===== config.mk =====
export PLATFORM = sky130hd
export DESIGN_NAME = reg_file_param
export DESIGN_NICKNAME = d
export VERILOG_FILES = /design/src/rtl/reg_file_param.sv
export SDC_FILE = /design/constraint.sdc
export NUM_CORES = 1
export LEC_CHECK = 0
export CAP_MARGIN = 20
export CORE_UTILIZATION = 45
export CTS_CLUSTER_DIAMETER = 40
export DETAILED_ROUTE_END_ITERATION = 8
export GPL_TIMING_DRIVEN = 0
export PLACE_DENSITY = 0.72
export SYNTH_ARGS = -nofsm -noshare
export SYNTH_HDL_FRONTEND = slang
export SYNTH_SLANG_ARGS = --single-unit

===== constraint.sdc =====
create_clock -name clk_i -period 1.65 [get_ports clk_i]
set_input_delay 0.2475 -clock clk_i [delete_from_list [all_inputs] [get_ports clk_i]]
set_output_delay 0.2475 -clock clk_i [all_outputs]
set_load 0.05 [all_outputs]

===== src/rtl/reg_file_param.sv =====
// Parametrised register file: two combinational read ports, one synchronous write port,
// and a hardware clear sweeper. Define REGFILE_BYPASS_EN to forward same-cycle writes to reads.
module reg_file_param #(
  parameter int WIDTH    = 16,
  parameter int ADDR_W   = 2,
  parameter int ZERO_REG = 1
) (
  input  logic              clk_i,
  input  logic              rst_n_i,
  input  logic [ADDR_W-1:0] rr1_i,
  input  logic [ADDR_W-1:0] rr2_i,
  output logic [WIDTH-1:0]  rd1_o,
  output logic [WIDTH-1:0]  rd2_o,
  input  logic [ADDR_W-1:0] wr_i,
  input  logic [WIDTH-1:0]  wd_i,
  input  logic              regwrite_i,
  input  logic              clr_req_i,
  output logic              busy_o,
  output logic              wr_drop_o
);
  localparam int NREGS = 2 ** ADDR_W;
  localparam logic [ADDR_W-1:0] LAST_IDX = ADDR_W'(NREGS - 1);

  typedef enum logic {IDLE, SWEEP} state_e;

  state_e            state_q, state_d;
  logic [ADDR_W-1:0] idx_q, idx_d;
  logic              busy_q, busy_d;
  logic              wr_drop_q, wr_drop_d;
  logic [WIDTH-1:0]  regs_q [NREGS];
  logic [WIDTH-1:0]  regs_d [NREGS];

  logic wr_accept;
  logic wr_en;
  logic sweeping;

  // A write only lands in IDLE when no sweep is starting; r0 writes are swallowed quietly.
  assign wr_accept = regwrite_i && (state_q == IDLE) && !clr_req_i;
  assign wr_en     = wr_accept && !((ZERO_REG != 0) && (wr_i == '0));
  assign wr_drop_d = regwrite_i && !wr_accept;
  assign sweeping  = (state_q == SWEEP);

  always_comb begin
    state_d = state_q;
    idx_d   = idx_q;
    busy_d  = busy_q;
    case (state_q)
      IDLE: begin
        if (clr_req_i) begin
          state_d = SWEEP;
          idx_d   = '0;
          busy_d  = 1'b1;
        end
      end
      SWEEP: begin
        idx_d = idx_q + 1'b1;
        if (idx_q == LAST_IDX) begin
          state_d = IDLE;
          busy_d  = 1'b0;
        end
      end
      default: begin
        state_d = IDLE;
        busy_d  = 1'b0;
      end
    endcase
  end

  generate
    for (genvar gi = 0; gi < NREGS; gi++) begin : g_reg
      if ((ZERO_REG != 0) && (gi == 0)) begin : g_zero
        assign regs_d[gi] = '0;
      end else begin : g_norm
        assign regs_d[gi] = (sweeping && (idx_q == ADDR_W'(gi))) ? '0 :
                            (wr_en && (wr_i == ADDR_W'(gi)))     ? wd_i :
                                                                   regs_q[gi];
      end
    end
  endgenerate

  always_ff @(posedge clk_i or negedge rst_n_i) begin
    if (!rst_n_i) begin
      state_q   <= IDLE;
      idx_q     <= '0;
      busy_q    <= 1'b0;
      wr_drop_q <= 1'b0;
      for (int i = 0; i < NREGS; i++) regs_q[i] <= '0;
    end else begin
      state_q   <= state_d;
      idx_q     <= idx_d;
      busy_q    <= busy_d;
      wr_drop_q <= wr_drop_d;
      for (int i = 0; i < NREGS; i++) regs_q[i] <= regs_d[i];
    end
  end

  always_comb begin
    rd1_o = regs_q[rr1_i];
    rd2_o = regs_q[rr2_i];
`ifdef REGFILE_BYPASS_EN
    if (wr_en && (rr1_i == wr_i)) rd1_o = wd_i;
    if (wr_en && (rr2_i == wr_i)) rd2_o = wd_i;
`endif
  end

  assign busy_o    = busy_q;
  assign wr_drop_o = wr_drop_q;
endmodule


==> impl_metrics.xml <==
<?xml version="1.0" encoding="UTF-8"?>
<metrics>
  <group name="synth">
    <metric name="synth-adder-area-share" unit="%">1.25</metric>
    <metric name="muxShareOfSynthArea" unit="%">28.6</metric>
    <metric name="synth.yosys.warnings" unit="">0</metric>
    <metric name="post-synth-top-area-cell" unit="">dfrtp_1</metric>
    <metric name="yosys.cell_types.count" unit="">23</metric>
    <metric name="synth-xor-area-share" unit="%">0</metric>
    <metric name="synth_top_family_by_area" unit="">multiplexers</metric>
    <metric name="syn_area" unit="sq um">3010</metric>
    <metric name="synthesized_area_fraction_occupied_by_ao_oa_aoi_and_oai_cells" unit="%">9.63</metric>
    <metric name="synthTopCellsByArea" unit="">dfrtp_1 44%, mux2i_1 16%, mux2_2 12%, a22o_1 9.0%, nand2_1 6.6%</metric>
    <metric name="post_synth.cell_area_avg" unit="sq um">11.0</metric>
    <metric name="synth_seq_area_share" unit="%">44.0</metric>
    <metric name="yosys.area.top_type_share" unit="%">44.0</metric>
    <metric name="mappedNetlistNets" unit="">304</metric>
    <metric name="post_synth_and_or_nand_nor_area_fraction" unit="%">9.46</metric>
    <metric name="synth-seq-cells" unit="">53</metric>
    <metric name="instance_count_of_the_mapped_netlist" unit="">275</metric>
  </group>
  <group name="global_routing">
    <metric name="pin_count_of_the_biggest_net_entering_global_routing" unit="">36</metric>
    <metric name="global_route_wire_length_before_repair" unit="mm">11.9</metric>
    <metric name="vias_in_the_first_global_route" unit="">2257</metric>
    <metric name="grt-ovfl-total" unit="">0</metric>
    <metric name="grtUsageTotal" unit="%">21.6</metric>
    <metric name="initial_antenna_violation_count" unit="">0</metric>
  </group>
  <group name="run_status">
    <metric name="failed_checks" unit="">DRC</metric>
    <metric name="status" unit="">finished, violations left</metric>
  </group>
  <group name="worst_setup_path">
    <metric name="setup.worst_path.start" unit="">regs_q[12]</metric>
    <metric name="timing.critical_path.to_type" unit="">primary output</metric>
    <metric name="cp.required" unit="ns">1.40</metric>
    <metric name="setup.reg_to_reg.worst_slack" unit="ns">0.12</metric>
    <metric name="crit_fanout" unit="">3</metric>
    <metric name="critical_path_arrival" unit="ns">1.37</metric>
    <metric name="worstSetupStartpointType" unit="">flip-flop</metric>
    <metric name="timing.rr.start" unit="">state_q</metric>
    <metric name="setup.worst_path.class" unit="">reg -&gt; out</metric>
  </group>
  <group name="floorplanning">
    <metric name="floorplan.io_pins" unit="">60</metric>
    <metric name="die_height" unit="um">83.8</metric>
    <metric name="dieArea" unit="sq um">7030</metric>
    <metric name="starting_density_of_the_core" unit="%">46.9</metric>
    <metric name="design.core.area" unit="sq um">6420</metric>
    <metric name="site_rows" unit="">29</metric>
    <metric name="die_w" unit="um">83.8</metric>
  </group>
  <group name="final_layout">
    <metric name="synthToLayoutAreaGrowth" unit="%">28.0</metric>
    <metric name="num-fill-cells" unit="">559</metric>
    <metric name="final_non_filler_cell_area" unit="sq um">3860</metric>
    <metric name="antenna-diode-count" unit="">0</metric>
    <metric name="final_common_cell" unit="">dfrtp_1</metric>
    <metric name="post_route_cells_drive_above_1_share" unit="%">35.2</metric>
    <metric name="multi_input_area" unit="sq um">1530</metric>
    <metric name="finish.net_count" unit="">370</metric>
    <metric name="sequential_cell_area_in_the_final_layout" unit="sq um">1330</metric>
    <metric name="mostFrequentLayoutCells" unit="">53 x dfrtp_1, 51 x nand2_1, 49 x mux2i_1</metric>
  </group>
  <group name="flow_run">
    <metric name="maxCapViolCount" unit="">0</metric>
  </group>
  <group name="timing">
    <metric name="timing.final.crit_share" unit="%">98.1</metric>
    <metric name="grt_setup_unrepaired" unit="">true</metric>
    <metric name="maxSlewViolCount" unit="">0</metric>
    <metric name="final.hold.worst_slack" unit="ns">0.415</metric>
    <metric name="setup_tns" unit="ns">0</metric>
    <metric name="fin_worst_skew" unit="ns">0.0120</metric>
    <metric name="timing.final.hold_violations" unit="">0</metric>
    <metric name="tightest_slew" unit="ns">0.654</metric>
    <metric name="timing.final.setup_violations" unit="">0</metric>
    <metric name="max-slew-margin-rel" unit="%">56.3</metric>
    <metric name="final.min_clock_period" unit="ns">1.62</metric>
    <metric name="post-route-worst-setup-slack" unit="ns">0.0308</metric>
    <metric name="fmax" unit="MHz">618</metric>
  </group>
  <group name="clock_tree">
    <metric name="cts-buffers-inserted" unit="">5</metric>
    <metric name="tritoncts" unit="">built</metric>
    <metric name="worst_setup_hold_path_clk_slew" unit="ns">0.09</metric>
    <metric name="cts_sinks" unit="">53</metric>
    <metric name="cts.path.max_buffers" unit="">2</metric>
    <metric name="cts_root_buf" unit="">clkbuf_8</metric>
    <metric name="worstSkewPairLatency" unit="ns">0.31</metric>
    <metric name="cts_max_level" unit="">2</metric>
  </group>
  <group name="power_and_ir_drop">
    <metric name="irDropWorstVdd" unit="V">0.000787</metric>
    <metric name="power.leakage" unit="nW">2.07</metric>
    <metric name="power_density" unit="nW/um^2">1250</metric>
  </group>
  <group name="hold_path">
    <metric name="tightest_hold_check_type" unit="">in -&gt; async</metric>
  </group>
  <group name="route">
    <metric name="via_count" unit="">2269</metric>
    <metric name="drt_pre_antenna_iters" unit="">6</metric>
    <metric name="detail-route-antenna-nets" unit="">0</metric>
    <metric name="routed_wl" unit="mm">7.19</metric>
    <metric name="routed_via_density" unit="">5.43</metric>
    <metric name="wire_per_inst" unit="um">17.2</metric>
    <metric name="drt_drc_violations_left" unit="">12</metric>
    <metric name="drt-initial-drc-count" unit="">99</metric>
  </group>
  <group name="place">
    <metric name="hpwl" unit="mm">4.96</metric>
    <metric name="gpl.final_weighted_congestion" unit="">0.760</metric>
    <metric name="numPortBuffers" unit="">55</metric>
    <metric name="postPlaceCellArea" unit="sq um">3700</metric>
    <metric name="placement.setup.worst_slack" unit="ns">-0.910</metric>
  </group>
</metrics>
==> stage by stage <==
| stage | std cells | util, % | total power, mW |
|---|---|---|---|
| finish | 418 | 60.1 | 4.80 |
| global route | 418 | 60.1 | 5.06 |
| CTS | 413 | 57.7 | 4.67 |
| detailed placement | 408 | 57.7 | 4.04 |
| global placement | 407 | 57.4 | 3.98 |
| floorplan | 275 | - | 3.33 |
==> cell usage after synthesis (all sizes together) <==
master and number:
dfrtp 53, nand2 53, mux2i 49, mux2 33
a22o 31, inv 20, buf 13, clkbuf 7
ha 3, nor2b 3, nor2 2, and3b 1
nand3 1, nand3b 1, nor3b 1, o21ai 1
o22ai 1, o31ai 1, or2b 1
==> critical path: stages (launching register included) <==
cell,delay [ns]
dfrtp_1,0.40
mux2_2,0.26
a22o_1,0.24
buf_6,0.16
==> state kept, by name, summed over array words and instances (netlist names) <==
signal / cells
idx_q: 2
regs_q: 48
busy_o: 1
state_q: 1
wr_drop_o: 1
==> worst paths after layout <==
kind | to | depth (start not counted)
worst max-delay path | rd1_o[12] | 3
worst min-delay path | regs_q[6] | 2
worst max register to register | regs_q[14] | 6
worst min register to register | regs_q[38] | 2
max in group asynchronous | regs_q[19] | 3
min in group clk_i | wr_drop_o | 2
==> cells by family (layout without fill, tap and decap cells) <==
kind of cell | count (synthesis) | in the layout
AOI/OAI and AO/OA | 34 | 34
adders and majority gates | 3 | 3
buffers and inverters | 40 | 106
DFF | 53 | 53
and+or+nand+nor | 63 | 63
muxes | 82 | 82
==> final cells by class <==
type                       count  share of cell area, %
tap                           77                   2.50
inverter                      20                   1.95
buffer                        17                   4.18
timing repair buffer          62                   15.2
sequential                    53                   34.4
multi-input combinational    182                   39.6
clock buffer                   7                   2.24
==> layer usage <==
metal	track usage, %	up-vias	routed length (um)
li1	-	1078	-
met1	31.2	1125	3480
met2	34.3	60	3330
met3	3.86	6	330
met4	4.08	0	53
met5	0	-	0
==> power by group <==
group,switching [mW],internal [mW]
registers,0.238,1.62
clock network,0.426,0.334
logic,1.32,0.866
total,1.98,2.82
==> repair_timing <==
action                                  CTS  global route
pin swaps                                 0             2
endpoints found under the hold margin    18             0
buffers inserted                          0             5
hold buffers                              1             0
resized for setup                       192            45
endpoints found under the setup margin   64            49
(Power assumes the default switching activity.)
